==> src/rtl/if_fetch_stage_pkg.sv <==
// Fetch-stage shared types and constants.
// Imported by the fetch stage, its slot ring and its interface.
package if_fetch_stage_pkg;

  localparam int WORD_W = 32;
  localparam int INST_BYTES = 4;
  localparam int DROP_W = 8;

  typedef logic [WORD_W-1:0] word_t;

  localparam word_t RESET_VECTOR = 32'h0;
  localparam word_t PC_INC = WORD_W'(INST_BYTES);

  typedef struct packed {
    word_t pc;
    word_t data;
    logic  filled;
  } slot_t;

  function automatic word_t align_pc(word_t pc);
    return {pc[WORD_W-1:2], 2'b00};
  endfunction

endpackage

==> src/rtl/if_fetch_stage_if.sv <==
// Fetch-stage bus: imem request/response, redirect and decode
// handshake bundled for the stage and its environment.
interface if_fetch_stage_if;
  import if_fetch_stage_pkg::*;

  logic  imem_req_valid;
  logic  imem_req_ready;
  word_t imem_addr;
  logic  imem_resp_valid;
  word_t imem_resp_data;
  logic  redirect_valid;
  word_t redirect_pc;
  logic  inst_valid;
  logic  inst_ready;
  word_t inst_data;
  word_t inst_pc;

  modport master (
    output imem_req_valid,
    output imem_addr,
    input  imem_req_ready,
    input  imem_resp_valid,
    input  imem_resp_data,
    input  redirect_valid,
    input  redirect_pc,
    output inst_valid,
    output inst_data,
    output inst_pc,
    input  inst_ready
  );

  modport slave (
    input  imem_req_valid,
    input  imem_addr,
    output imem_req_ready,
    output imem_resp_valid,
    output imem_resp_data,
    output redirect_valid,
    output redirect_pc,
    input  inst_valid,
    input  inst_data,
    input  inst_pc,
    output inst_ready
  );

endinterface

==> src/rtl/if_fetch_stage_slot_buf.sv <==
// DEPTH-entry fetch ring: slots are allocated at request,
// filled by responses in order, popped by decode, flushed on redirect.
module if_fetch_stage_slot_buf
  import if_fetch_stage_pkg::*;
#(
  parameter int DEPTH = 4
) (
  input  logic clk,
  input  logic reset_n,
  input  logic flush,
  input  logic alloc,
  input  word_t alloc_pc,
  input  logic fill,
  input  word_t fill_data,
  input  logic pop,
  output logic head_valid,
  output word_t head_pc,
  output word_t head_data,
  output logic full,
  output logic [$clog2(DEPTH):0] pend
);

  localparam int PW = $clog2(DEPTH);
  localparam int CW = PW + 1;

  slot_t slots [DEPTH];
  logic [PW-1:0] alloc_ptr;
  logic [PW-1:0] fill_ptr;
  logic [PW-1:0] head_ptr;
  logic [CW-1:0] count;

  always_ff @(posedge clk or negedge reset_n) begin
    if (!reset_n) begin
      for (int i = 0; i < DEPTH; i++) slots[i] <= '0;
      alloc_ptr <= '0;
      fill_ptr  <= '0;
      head_ptr  <= '0;
      count     <= '0;
      pend      <= '0;
    end else if (flush) begin
      alloc_ptr <= '0;
      fill_ptr  <= '0;
      head_ptr  <= '0;
      count     <= '0;
      pend      <= '0;
    end else begin
      if (alloc) begin
        slots[alloc_ptr].pc     <= alloc_pc;
        slots[alloc_ptr].filled <= 1'b0;
        alloc_ptr <= alloc_ptr + 1'b1;
      end
      if (fill) begin
        slots[fill_ptr].data   <= fill_data;
        slots[fill_ptr].filled <= 1'b1;
        fill_ptr <= fill_ptr + 1'b1;
      end
      if (pop) head_ptr <= head_ptr + 1'b1;
      count <= count + CW'(alloc) - CW'(pop);
      pend  <= pend + CW'(alloc) - CW'(fill);
    end
  end

  assign full = (count == CW'(DEPTH));
  assign head_valid = (count != '0) && slots[head_ptr].filled;
  // zero when invalid so decode never sees a stale word
  assign head_pc   = head_valid ? slots[head_ptr].pc : '0;
  assign head_data = head_valid ? slots[head_ptr].data : '0;

endmodule

==> src/rtl/if_fetch_stage.sv <==
// Instruction fetch stage: owns fetch PC, issues imem reads,
// drops stale responses after a redirect, feeds decode.
module if_fetch_stage
  import if_fetch_stage_pkg::*;
#(
  parameter int DEPTH = 4,
  parameter word_t RESET_PC = RESET_VECTOR
) (
  input logic clk,
  input logic reset_n,
  if_fetch_stage_if.master bus
);

  localparam int CW = $clog2(DEPTH) + 1;

  word_t fetch_pc;
  logic [DROP_W-1:0] drop_cnt;
  logic run;

  logic full;
  logic accept;
  logic drop;
  logic fill;
  logic pop;
  logic head_valid;
  logic [CW-1:0] pend;
  word_t head_pc;
  word_t head_data;

  assign bus.imem_req_valid = run && !full && !bus.redirect_valid;
  assign bus.imem_addr = fetch_pc;

  assign accept = bus.imem_req_valid && bus.imem_req_ready;
  assign drop = bus.imem_resp_valid && (drop_cnt != '0);
  assign fill = bus.imem_resp_valid && (drop_cnt == '0);
  assign pop = head_valid && bus.inst_ready;

  assign bus.inst_valid = head_valid;
  assign bus.inst_pc = head_pc;
  assign bus.inst_data = head_data;

  if_fetch_stage_slot_buf #(.DEPTH(DEPTH)) u_buf (
    .clk        (clk),
    .reset_n    (reset_n),
    .flush      (bus.redirect_valid),
    .alloc      (accept),
    .alloc_pc   (fetch_pc),
    .fill       (fill),
    .fill_data  (bus.imem_resp_data),
    .pop        (pop),
    .head_valid (head_valid),
    .head_pc    (head_pc),
    .head_data  (head_data),
    .full       (full),
    .pend       (pend)
  );

  always_ff @(posedge clk or negedge reset_n) begin
    if (!reset_n) begin
      fetch_pc <= align_pc(RESET_PC);
      drop_cnt <= '0;
      run      <= 1'b0;
    end else begin
      run <= 1'b1;
      if (bus.redirect_valid) begin
        fetch_pc <= align_pc(bus.redirect_pc);
        // in-flight words still owed, minus the one arriving now
        drop_cnt <= drop_cnt + DROP_W'(pend)
                    - DROP_W'(bus.imem_resp_valid);
      end else begin
        if (accept) fetch_pc <= fetch_pc + PC_INC;
        if (drop) drop_cnt <= drop_cnt - 1'b1;
      end
    end
  end

  a_resp_legal: assert property (
    @(posedge clk) disable iff (!reset_n)
    bus.imem_resp_valid |-> (drop_cnt != '0 || pend != '0)
  );

endmodule
==> src/flat_wrapper.sv <==
// flat-port wrapper written by rule: the top's interface ports become plain ports
module if_fetch_stage_flat import if_fetch_stage_pkg::*;
#(
  parameter int DEPTH = 4,
  parameter word_t RESET_PC = RESET_VECTOR
)
  (clk, reset_n, bus_imem_req_valid, bus_imem_addr, bus_imem_req_ready, bus_imem_resp_valid, bus_imem_resp_data, bus_redirect_valid, bus_redirect_pc, bus_inst_valid, bus_inst_data, bus_inst_pc, bus_inst_ready);
  if_fetch_stage_if bus_i ();
  input logic clk;
  input logic reset_n;
  output wire logic [$bits(bus_i.imem_req_valid)-1:0] bus_imem_req_valid;
  output wire logic [$bits(bus_i.imem_addr)-1:0] bus_imem_addr;
  input wire logic [$bits(bus_i.imem_req_ready)-1:0] bus_imem_req_ready;
  input wire logic [$bits(bus_i.imem_resp_valid)-1:0] bus_imem_resp_valid;
  input wire logic [$bits(bus_i.imem_resp_data)-1:0] bus_imem_resp_data;
  input wire logic [$bits(bus_i.redirect_valid)-1:0] bus_redirect_valid;
  input wire logic [$bits(bus_i.redirect_pc)-1:0] bus_redirect_pc;
  output wire logic [$bits(bus_i.inst_valid)-1:0] bus_inst_valid;
  output wire logic [$bits(bus_i.inst_data)-1:0] bus_inst_data;
  output wire logic [$bits(bus_i.inst_pc)-1:0] bus_inst_pc;
  input wire logic [$bits(bus_i.inst_ready)-1:0] bus_inst_ready;
  assign bus_imem_req_valid = bus_i.imem_req_valid;
  assign bus_imem_addr = bus_i.imem_addr;
  assign bus_i.imem_req_ready = bus_imem_req_ready;
  assign bus_i.imem_resp_valid = bus_imem_resp_valid;
  assign bus_i.imem_resp_data = bus_imem_resp_data;
  assign bus_i.redirect_valid = bus_redirect_valid;
  assign bus_i.redirect_pc = bus_redirect_pc;
  assign bus_inst_valid = bus_i.inst_valid;
  assign bus_inst_data = bus_i.inst_data;
  assign bus_inst_pc = bus_i.inst_pc;
  assign bus_i.inst_ready = bus_inst_ready;
  if_fetch_stage #(.DEPTH(DEPTH), .RESET_PC(RESET_PC)) u_core (.clk(clk), .reset_n(reset_n), .bus(bus_i));
endmodule
==> config.mk <==
export PLATFORM = sky130hd
export DESIGN_NAME = if_fetch_stage_flat
export DESIGN_NICKNAME = d
export VERILOG_FILES = /design/src/rtl/if_fetch_stage_pkg.sv /design/src/rtl/if_fetch_stage_if.sv /design/src/rtl/if_fetch_stage_slot_buf.sv /design/src/rtl/if_fetch_stage.sv /design/src/flat_wrapper.sv
export SDC_FILE = /design/constraint.sdc
export NUM_CORES = 1
export LEC_CHECK = 0
export BUFFER_PORTS_ARGS = -buffer_cell sky130_fd_sc_hd__buf_2
export CELL_PAD_IN_SITES_DETAIL_PLACEMENT = 0
export CELL_PAD_IN_SITES_GLOBAL_PLACEMENT = 1
export CORE_UTILIZATION = 48
export CTS_CLUSTER_DIAMETER = 120
export DETAILED_ROUTE_END_ITERATION = 12
export PLACE_DENSITY = 0.9
export SYNTH_ARGS = -nofsm -noshare
export SYNTH_HDL_FRONTEND = slang
export SYNTH_SLANG_ARGS = --single-unit
==> constraint.sdc <==
create_clock -name clk -period 3.2 [get_ports clk]
set_clock_uncertainty 0.2 [all_clocks]
set_input_delay 0.64 -clock clk [delete_from_list [all_inputs] [get_ports clk]]
set_output_delay 0.64 -clock clk [all_outputs]
set_load 0.005 [all_outputs]
==> results by group, run 1 <==
Routing
  • Vias/cell: 5.71
  • Post-route ant nets: 0
  • Initial DRC count: between 400 and 500
  • Detailed Route WL: between 30000 and 40000 µm
  • DR vias: ~9400
  • Wirelength per Cell: slightly below 20 µm
  • DRC errors left: 0
  • DR pass1 iterations: 4

Run status
  • Status: finished clean

Setup path
  • CP max FO: 32
  • Nature of the critical path startpoint: flop
  • CP arrival: between 2 and 2.5 ns
  • Slowest CP cell: mux4_2
  • Crit path cell chain: bufbuf_16, mux4_2, and2_1, buf_2
  • Crit end category: output pin
  • CP peak stage delay: 0.53 ns
  • WP data required: 2.36 ns
  • Crit Path Class: reg -> out

Pwr
  • Share of total power in combinational logic: 0.177
  • Worst VDD drop: 0.000400 V
  • Sw Share: 0.258
  • Cell-internal power: slightly below 8 mW
  • Register share of total power: 0.446
  • Clock network fraction of design power: 0.378
  • P_sw: 2.71 mW
  • Pwr per Cell Area: 614 mW/mm²
  • P_leak: roughly 8.4 nW

Layout
  • Final Cell Area: roughly 0.017 mm²
  • Fin cells: 1644
  • Share of cells above drive strength 1: 0.448
  • Commonest cells after routing, fill and taps aside: dfrtp_1, mux2_2, buf_2
  • Nets@finish: between 1000 and 1500
  • Filler instances: between 2000 and 2500
  • Util after Layout: 0.575
  • Syn-to-layout area delta: 17.3%
  • Most common cell after layout, fill and taps aside: dfrtp_1

Placed design
  • Placed insts: roughly 1600
  • Input/output buffers: between 150 and 200
  • GPL Wtd Cong: between 0.7 and 0.8
  • HPWL after DPL: ~20000 µm
  • Dpl cell area: 0.0159 mm²

Logic synthesis
  • Seq/Total Area, Yosys: 0.519
  • Cell Area, Synth: approximately 0.015 mm²
  • Synth warnings: 0
  • Synth area leaders: dfrtp_1, mux2_2, mux4_2, and2_1, ha_1
  • Synth area leader: dfrtp_1
  • Seq cells post-synth: just over 300
  • Cells after Synth: approximately 1100
  • Share of flip-flops with an asynchronous set or reset: 1.00
  • Synth Flop Type: dfrtp_1
  • Distinct cells, synth: 55
  • Top-area cell type share of the netlist area: 0.519
  • Syn Area/Cell: about 14 µm²
  • Number of synthesized flops with an enable pin: 0

Timing
  • Crit path time final: roughly 3.1 ns
  • Fmax: between 300 and 400 MHz
  • Slew margin rel.: 0.463
  • Slew at the pin with the worst max-slew slack: approximately 0.8 ns
  • Fin crit share: 0.970
  • RSZ-0062 raised after global routing: no
  • Total negative slack: 0 ns
  • Final Hold Violating Endpoints: 0
  • Slew Limit Fails: 0
  • Final setup vio count: 0

Floorplanning
  • Die Area: 0.0311 mm²
  • # IOs: 168
  • Initial cell density of the core: 0.490
  • Die Y: roughly 180 µm
  • Die Wd: about 180 µm
  • Number of core rows: 63
  • Core area: slightly below 0.03 mm²

Clock tree
  • Clock buffer depth: 3
  • CTS buffer count: 34
  • CTS tree: done
  • Max H-tree Level: 2
  • Clk root buf: clkbuf_16
  • Setup bufs post-CTS: 0
  • CTS Sinks: around 300
  • Worst-path clk slew: roughly 0.060 ns
  • Worst-skew pair later-pin latency: ~0.51 ns

Global route
  • Vias in the first global route: around 10000
  • Overflow after GRT: 0
  • Initial antenna violation count: 2
  • Total track usage: 0.219
  • First-pass GRT wire length: 53300 µm
  • Largest net degree at the start of global routing: 80

Run
  • Count of maximum capacitance violations: 0

Min path
  • Min-Delay Path Class: in -> reg
[synthesized netlist by cell type, types with 3 or more instances]
cell type	n
nor2_1	19
nand2_1	64
nand4_1	8
and2_1	66
fa_1	3
mux4_2	63
nand3_1	19
buf_1	4
o311ai_0	11
clkbuf_1	34
ha_1	30
and3_1	3
a31o_2	4
dfrtp_1	303
a21oi_1	6
mux2_2	240
o211ai_1	9
inv_1	32
mux2i_1	4
xnor2_1	16
o21ai_0	33
nand2b_1	3
nor3_1	8
buf_2	30
buf_4	4
nor3b_1	6
xor2_1	3
a221o_1	9
a21o_1	3
[power by group through the flow]
stage	Clock, mW	Combinational (mW)	Sequential (mW)
floorplan	0	1.44	4.61
global placement	0	1.81	4.71
detailed placement	0	1.87	4.74
CTS	4.07	1.88	4.68
global route	4.22	2.09	4.75
finish	3.97	1.86	4.69
[metrics by stage]
stage | setup slack, ns | power [mW] | hold slack [ns]
6_report | 0.0951 | 10.5 | 0.149
3_5_place_dp | 0.255 | 6.61 | 0.262
3_3_place_gp | 0.286 | 6.51 | 0.257
4_1_cts | 0.0500 | 10.6 | 0.129
5_1_grt | 0.00454 | 11.1 | 0.139
2_1_floorplan | 0.0102 | 6.05 | 0.144
[layout make-up]
class | count | area, µm² | area share
Antenna cell | 2 | 5.00 | 0.000292
Clock buffer | 45 | 952 | 0.0556
Clock inverter | 13 | 184 | 0.0107
Inverter | 34 | 128 | 0.00745
Multi-Input combinational cell | 666 | 6590 | 0.385
Sequential cell | 303 | 7590 | 0.443
Tap cell | 390 | 488 | 0.0285
Timing Repair Buffer | 191 | 1190 | 0.0693
[kinds of logic (layout without fill, tap and decap cells)]
group                      count (synthesis)  count (layout)  share of synthesized area
AOI/OAI and AO/OA                         90              90                     0.0427
and+or+nand+nor                          212             212                     0.0802
DFF                                      303             303                      0.519
xor gates and xnor gates                  19              19                     0.0114
muxes                                    307             307                      0.285
other                                      2               7                   0.000514
adders and majority gates                 33              33                     0.0298
buffers and inverters                    106             283                     0.0309
[worst paths after layout]
path                                                       from                              endpoint  slack [ns]  cells past startpoint
setup reg to reg           u_core.u_buf.head_ptr[1]$_DFFE_PN0P_       u_core.u_buf.count[2]$_DFF_PN0_        0.43                     11
hold reg to reg             u_core.u_buf.slots[130]$_DFFE_PN0N_   u_core.u_buf.slots[130]$_DFFE_PN0N_        0.28                      2
max in group asynchronous                               reset_n   u_core.bus.imem_addr[6]$_DFFE_PN0N_        1.48                      3
min in group asynchronous                               reset_n   u_core.u_buf.slots[210]$_DFFE_PN0P_        0.51                      2
hold / removal                              bus_redirect_pc[31]  u_core.bus.imem_addr[31]$_DFFE_PN0N_        0.15                      3
setup / recovery           u_core.u_buf.head_ptr[0]$_DFFE_PN0P_                       bus_inst_pc[10]         0.1                      4
[worst max-delay path, delay by kind of cell, from the launching register on]
kind | cells | cell delay [ns]
buffers and inverters | 2 | 0.57
multiplexers | 1 | 0.53
flip-flops | 1 | 0.47
AND/OR/NAND/NOR | 1 | 0.16
[state kept, by name, indices dropped and copies added (netlist names)]
register and count:
u_core.bus.imem_addr 30, u_core.u_buf.count 3, u_core.u_buf.alloc_ptr 2, u_core.u_buf.slots 252, u_core.run 1, u_core.u_buf.pend 3, u_core.drop_cnt 8, u_core.u_buf.head_ptr 2
u_core.u_buf.fill_ptr 2
[per-layer routing]
metal / routed length, µm / track usage / vias up
met1: 14100 / 0.295 / 4856
met5: 10 / 0 / -
li1: - / - / 4220
met4: 629 / 0.0593 / 2
met2: 15700 / 0.367 / 259
met3: 1910 / 0.0362 / 49
[repair_timing]
item | in CTS | in global routing
setup endpoints to repair | 62 | 1
hold buffers | 1 | 0
endpoints found under the hold margin | 72 | 0
gates resized for setup | 3 | 1
gates cloned | 1 | 0
Power figures use the tool's default switching activity.
==> run 2, diff against run 1 <==
--- a/config.mk
+++ b/config.mk
@@ -5,13 +5,15 @@
 export SDC_FILE = /design/constraint.sdc
 export NUM_CORES = 1
 export LEC_CHECK = 0
+export ABC_AREA = 1
 export BUFFER_PORTS_ARGS = -buffer_cell sky130_fd_sc_hd__buf_2
 export CELL_PAD_IN_SITES_DETAIL_PLACEMENT = 0
 export CELL_PAD_IN_SITES_GLOBAL_PLACEMENT = 1
-export CORE_UTILIZATION = 48
+export CORE_UTILIZATION = 44
 export CTS_CLUSTER_DIAMETER = 120
 export DETAILED_ROUTE_END_ITERATION = 12
-export PLACE_DENSITY = 0.9
+export PLACE_DENSITY = 0.92
+export SETUP_SLACK_MARGIN = 0.15
 export SYNTH_ARGS = -nofsm -noshare
 export SYNTH_HDL_FRONTEND = slang
 export SYNTH_SLANG_ARGS = --single-unit
==> results by group, run 2 <==
Timing
  • Final setup vio count: 0 (unchanged)
  • Slew Limit Fails: 0 (unchanged)
  • Fmax: 336 MHz (+4.3%)
  • Crit path time final: 2.98 ns (-0.129 ns)
  • Slew margin rel.: 0.542 (+0.0793)
  • Total negative slack: 0 ns (unchanged)
  • Slew at the pin with the worst max-slew slack: 0.686 ns (-0.117 ns)
  • Fin crit share: 0.930 (-0.0404)
  • Final Hold Violating Endpoints: 0 (unchanged)
  • RSZ-0062 raised after global routing: no

Layout
  • Commonest cells after routing, fill and taps aside: nand2_1, o21ai_0, nor2_1
  • Util after Layout: 0.525 (-0.0495)
  • Flip-flop count of the largest register after layout: 252 (unchanged)
  • Multi-input logic area: 0.00653 mm² (-0.99%)
  • Most common cell after layout, fill and taps aside: nand2_1
  • N_diodes: 0 (-2)
  • Nets@finish: 2199 (+65%)
  • Top reg by flops: u_core.u_buf.slots
  • Register area: 0.00759 mm² (unchanged)
  • Share of cells above drive strength 1: 0.138 (-0.310)
  • Filler instances: 3265 (+34%)
  • Syn-to-layout area delta: 17.2% (about the same)

Min path
  • WHS Path Cells: 3 (unchanged)
  • Min-Delay Path Class: in -> reg

Floorplanning
  • Die Area: 0.0350 mm² (+12%)
  • Initial cell density of the core: 0.448 (-0.0418)
  • Number of core rows: 67 (+6.3%)
  • Die Wd: 187 µm (+6.0%)
  • Die Y: 187 µm (+6.0%)
  • Core area: 0.0336 mm² (+13%)
  • # IOs: 168 (unchanged)

Logic synthesis
  • Synth Flop Type: dfrtp_1
  • Distinct cells, synth: 30 (-45%)
  • Mux contribution to synthesized area: 0 (-0.285)
  • Top-area cell type share of the netlist area: 0.503 (-0.0161)
  • Seq cells post-synth: 303 (unchanged)
  • Share of flip-flops with an asynchronous set or reset: 1.00 (unchanged)
  • Synth area leaders: dfrtp_1, o21ai_0, nand2_1, nor2_1, inv_1
  • Number of synthesized flops with an enable pin: 0 (unchanged)
  • Post-Synth Simple-Gate Area: 0.232 (+0.152)
  • Adder-cell area share of the yosys netlist: 0.0289 (-0.000924)
  • Seq/Total Area, Yosys: 0.503 (-0.0161)
  • Commonest cells in the synthesized netlist: nand2_1, o21ai_0, nor2_1
  • Cell Area, Synth: 0.0151 mm² (+3.2%)
  • Synth Area in Compound Gates: 0.159 (+0.116)
  • Combinational family with the most area after synthesis: simple AND/OR/NAND/NOR gates
  • Synth warnings: 0 (unchanged)
  • Synth area leader: dfrtp_1
  • Post-Synth XOR/XNOR Area: 0.00930 (-0.00210)
  • Cells after Synth: 1964 (+83%)
  • Syn Area/Cell: 7.67 µm² (-44%)
  • Most frequent cell after synthesis: nand2_1

Run
  • Count of maximum capacitance violations: 0 (unchanged)

Clock tree
  • Worst-skew pair later-pin latency: 0.51 ns (about the same)
  • Worst-path clk slew: 0.06 ns (about the same)
  • Clk root buf: clkbuf_16
  • CTS Sinks: 303 (unchanged)
  • Clock buffer depth: 3 (unchanged)
  • CTS buffer count: 35 (+2.9%)
  • Max H-tree Level: 2 (unchanged)
  • CTS tree: done

Setup path
  • CP arrival: 2.14 ns (-0.12 ns)
  • Crit path cell chain: inv_2, o21ai_0, nand2_1, nand2_2, buf_12, a21oi_1, buf_2
  • Crit Path Class: reg -> out
  • Nature of the critical path startpoint: flop
  • Crit end category: output pin
  • WP data required: 2.36 ns (about the same)
  • CP max FO: 19 (-41%)
  • Slowest CP cell: dfrtp_4
  • Reg2Reg Depth: 12 (+1)
  • CP peak stage delay: 0.53 ns (about the same)

Global route
  • Overflow after GRT: 0 (unchanged)
  • Vias in the first global route: 13000 (+32%)
  • Total track usage: 0.239 (+0.0199)
  • Largest net degree at the start of global routing: 81 (+1.3%)
  • First-pass GRT wire length: 67800 µm (+27%)
  • Initial antenna violation count: 0 (-2)

Routing
  • Vias/cell: 5.22 (-8.5%)
  • Initial DRC count: 1028 (+120%)
  • Post-route ant nets: 0 (unchanged)
  • DR pass1 iterations: 7 (+3)
  • Wirelength per Cell: 16.1 µm (-18%)
  • DR vias: 13400 (+43%)
  • Detailed Route WL: 41400 µm (+28%)
  • DRC errors left: 0 (unchanged)

Pwr
  • Final Power: 10.7 mW (+1.8%)
  • Pwr per Cell Area: 606 mW/mm² (-1.3%)
  • Clock network fraction of design power: 0.382 (+0.004)
  • Register share of total power: 0.434 (-0.012)
  • Cell-internal power: 7.59 mW (-2.6%)
  • P_leak: 8.56 nW (+2.0%)
  • Share of total power in combinational logic: 0.184 (+0.007)
  • Worst VDD drop: 0.000449 V (+12%)
  • P_sw: 3.10 mW (+14%)
  • Sw Share: 0.290 (+0.0318)

Placed design
  • GPL Wtd Cong: 0.839 (+7.5%)
  • Input/output buffers: 161 (unchanged)
  • HPWL after DPL: 26000 µm (+30%)

Run status
  • Status: finished clean
==> run 2: cell count changes in the layout (fill, tap and decap cells not counted), sizes merged, moves of 11 or more <==
| cell | change |
|---|---|
| nand2 | +413 |
| nand3 | +64 |
| mux2 | -240 |
| xor2 | +11 |
| buf | +15 |
| o21ai | +362 |
| a21oi | +63 |
| and2 | -67 |
| inv | +100 |
| nor2 | +307 |
| xnor2 | -14 |
| o311ai | -12 |
| mux4 | -63 |
==> run 2: final cells by class <==
class / count / area share
clock buffer: 50 / 0.0597
timing repair buffer: 205 / 0.0725
sequential: 303 / 0.430
inverter: 134 / 0.0285
multi-input combinational: 1417 / 0.370
clock inverter: 12 / 0.00794
tap: 448 / 0.0318
==> run 2: repair_timing <==
action	in CTS	in global routing
hold buffers	1	0
buffers inserted	1	1
gates resized for setup	9	7
setup endpoints to repair	41	29
gates cloned	0	1
hold endpoints to repair	51	0
==> run 2: layer usage <==
layer  part of all wire  GRT usage
met5                  0          0
met4              0.023     0.0675
met3              0.056     0.0296
met2               0.46      0.389
met1               0.46      0.336
==> run 2: power by group through the flow <==
stage,Combinational [mW],Sequential [mW],Clock [mW]
after CTS,1.97,4.63,4.16
after detailed placement,1.95,4.70,0
after floorplan,1.42,4.62,0
after global routing,2.32,4.71,4.32
after global placement,1.90,4.68,0
final,1.97,4.64,4.08
==> run 2: worst paths after layout <==
check | startpoint | to | slack [ns]
setup / recovery | u_core.u_buf.head_ptr[0]$_DFFE_PN0P_ | bus_inst_pc[29] | 0.22
hold / removal | bus_redirect_pc[5] | u_core.bus.imem_addr[5]$_DFFE_PN0N_ | 0.15
setup reg to reg | u_core.u_buf.count[1]$_DFF_PN0_ | u_core.u_buf.count[2]$_DFF_PN0_ | 0.40
hold reg to reg | u_core.u_buf.slots[0]$_DFFE_PN0N_ | u_core.u_buf.slots[0]$_DFFE_PN0N_ | 0.27
max in group asynchronous | reset_n | u_core.u_buf.slots[189]$_DFFE_PN0P_ | 1.52
min in group asynchronous | reset_n | u_core.u_buf.slots[85]$_DFFE_PN0P_ | 0.45
==> run 2: per-stage QoR <==
step	cell area, µm²	setup WS [ns]	instances	hold slack [ns]
after global routing	17700	0.145	2569	0.146
after detailed placement	16300	0.484	2503	0.256
after CTS	17600	0.160	2567	0.138
after floorplan	15100	0.650	1967	0.144
final	17700	0.225	2569	0.150
after global placement	16300	0.484	2503	0.252
==> run 2: cells by family after synthesis <==
family / count (synthesis)
and+or+nand+nor: 892
AOI/OAI and AO/OA: 471
DFF: 303
buffers and inverters: 247
adders and majority gates: 33
xor gates and xnor gates: 16
other: 2
==> run 2: worst max-delay path, delay by kind of cell, from the launching register on <==
family                 cells  cell delay (ns)
AOI/OAI and AO/OA          2             0.35
DFF                        1             0.53
and+or+nand+nor            2             0.25
buffers and inverters      3             0.49
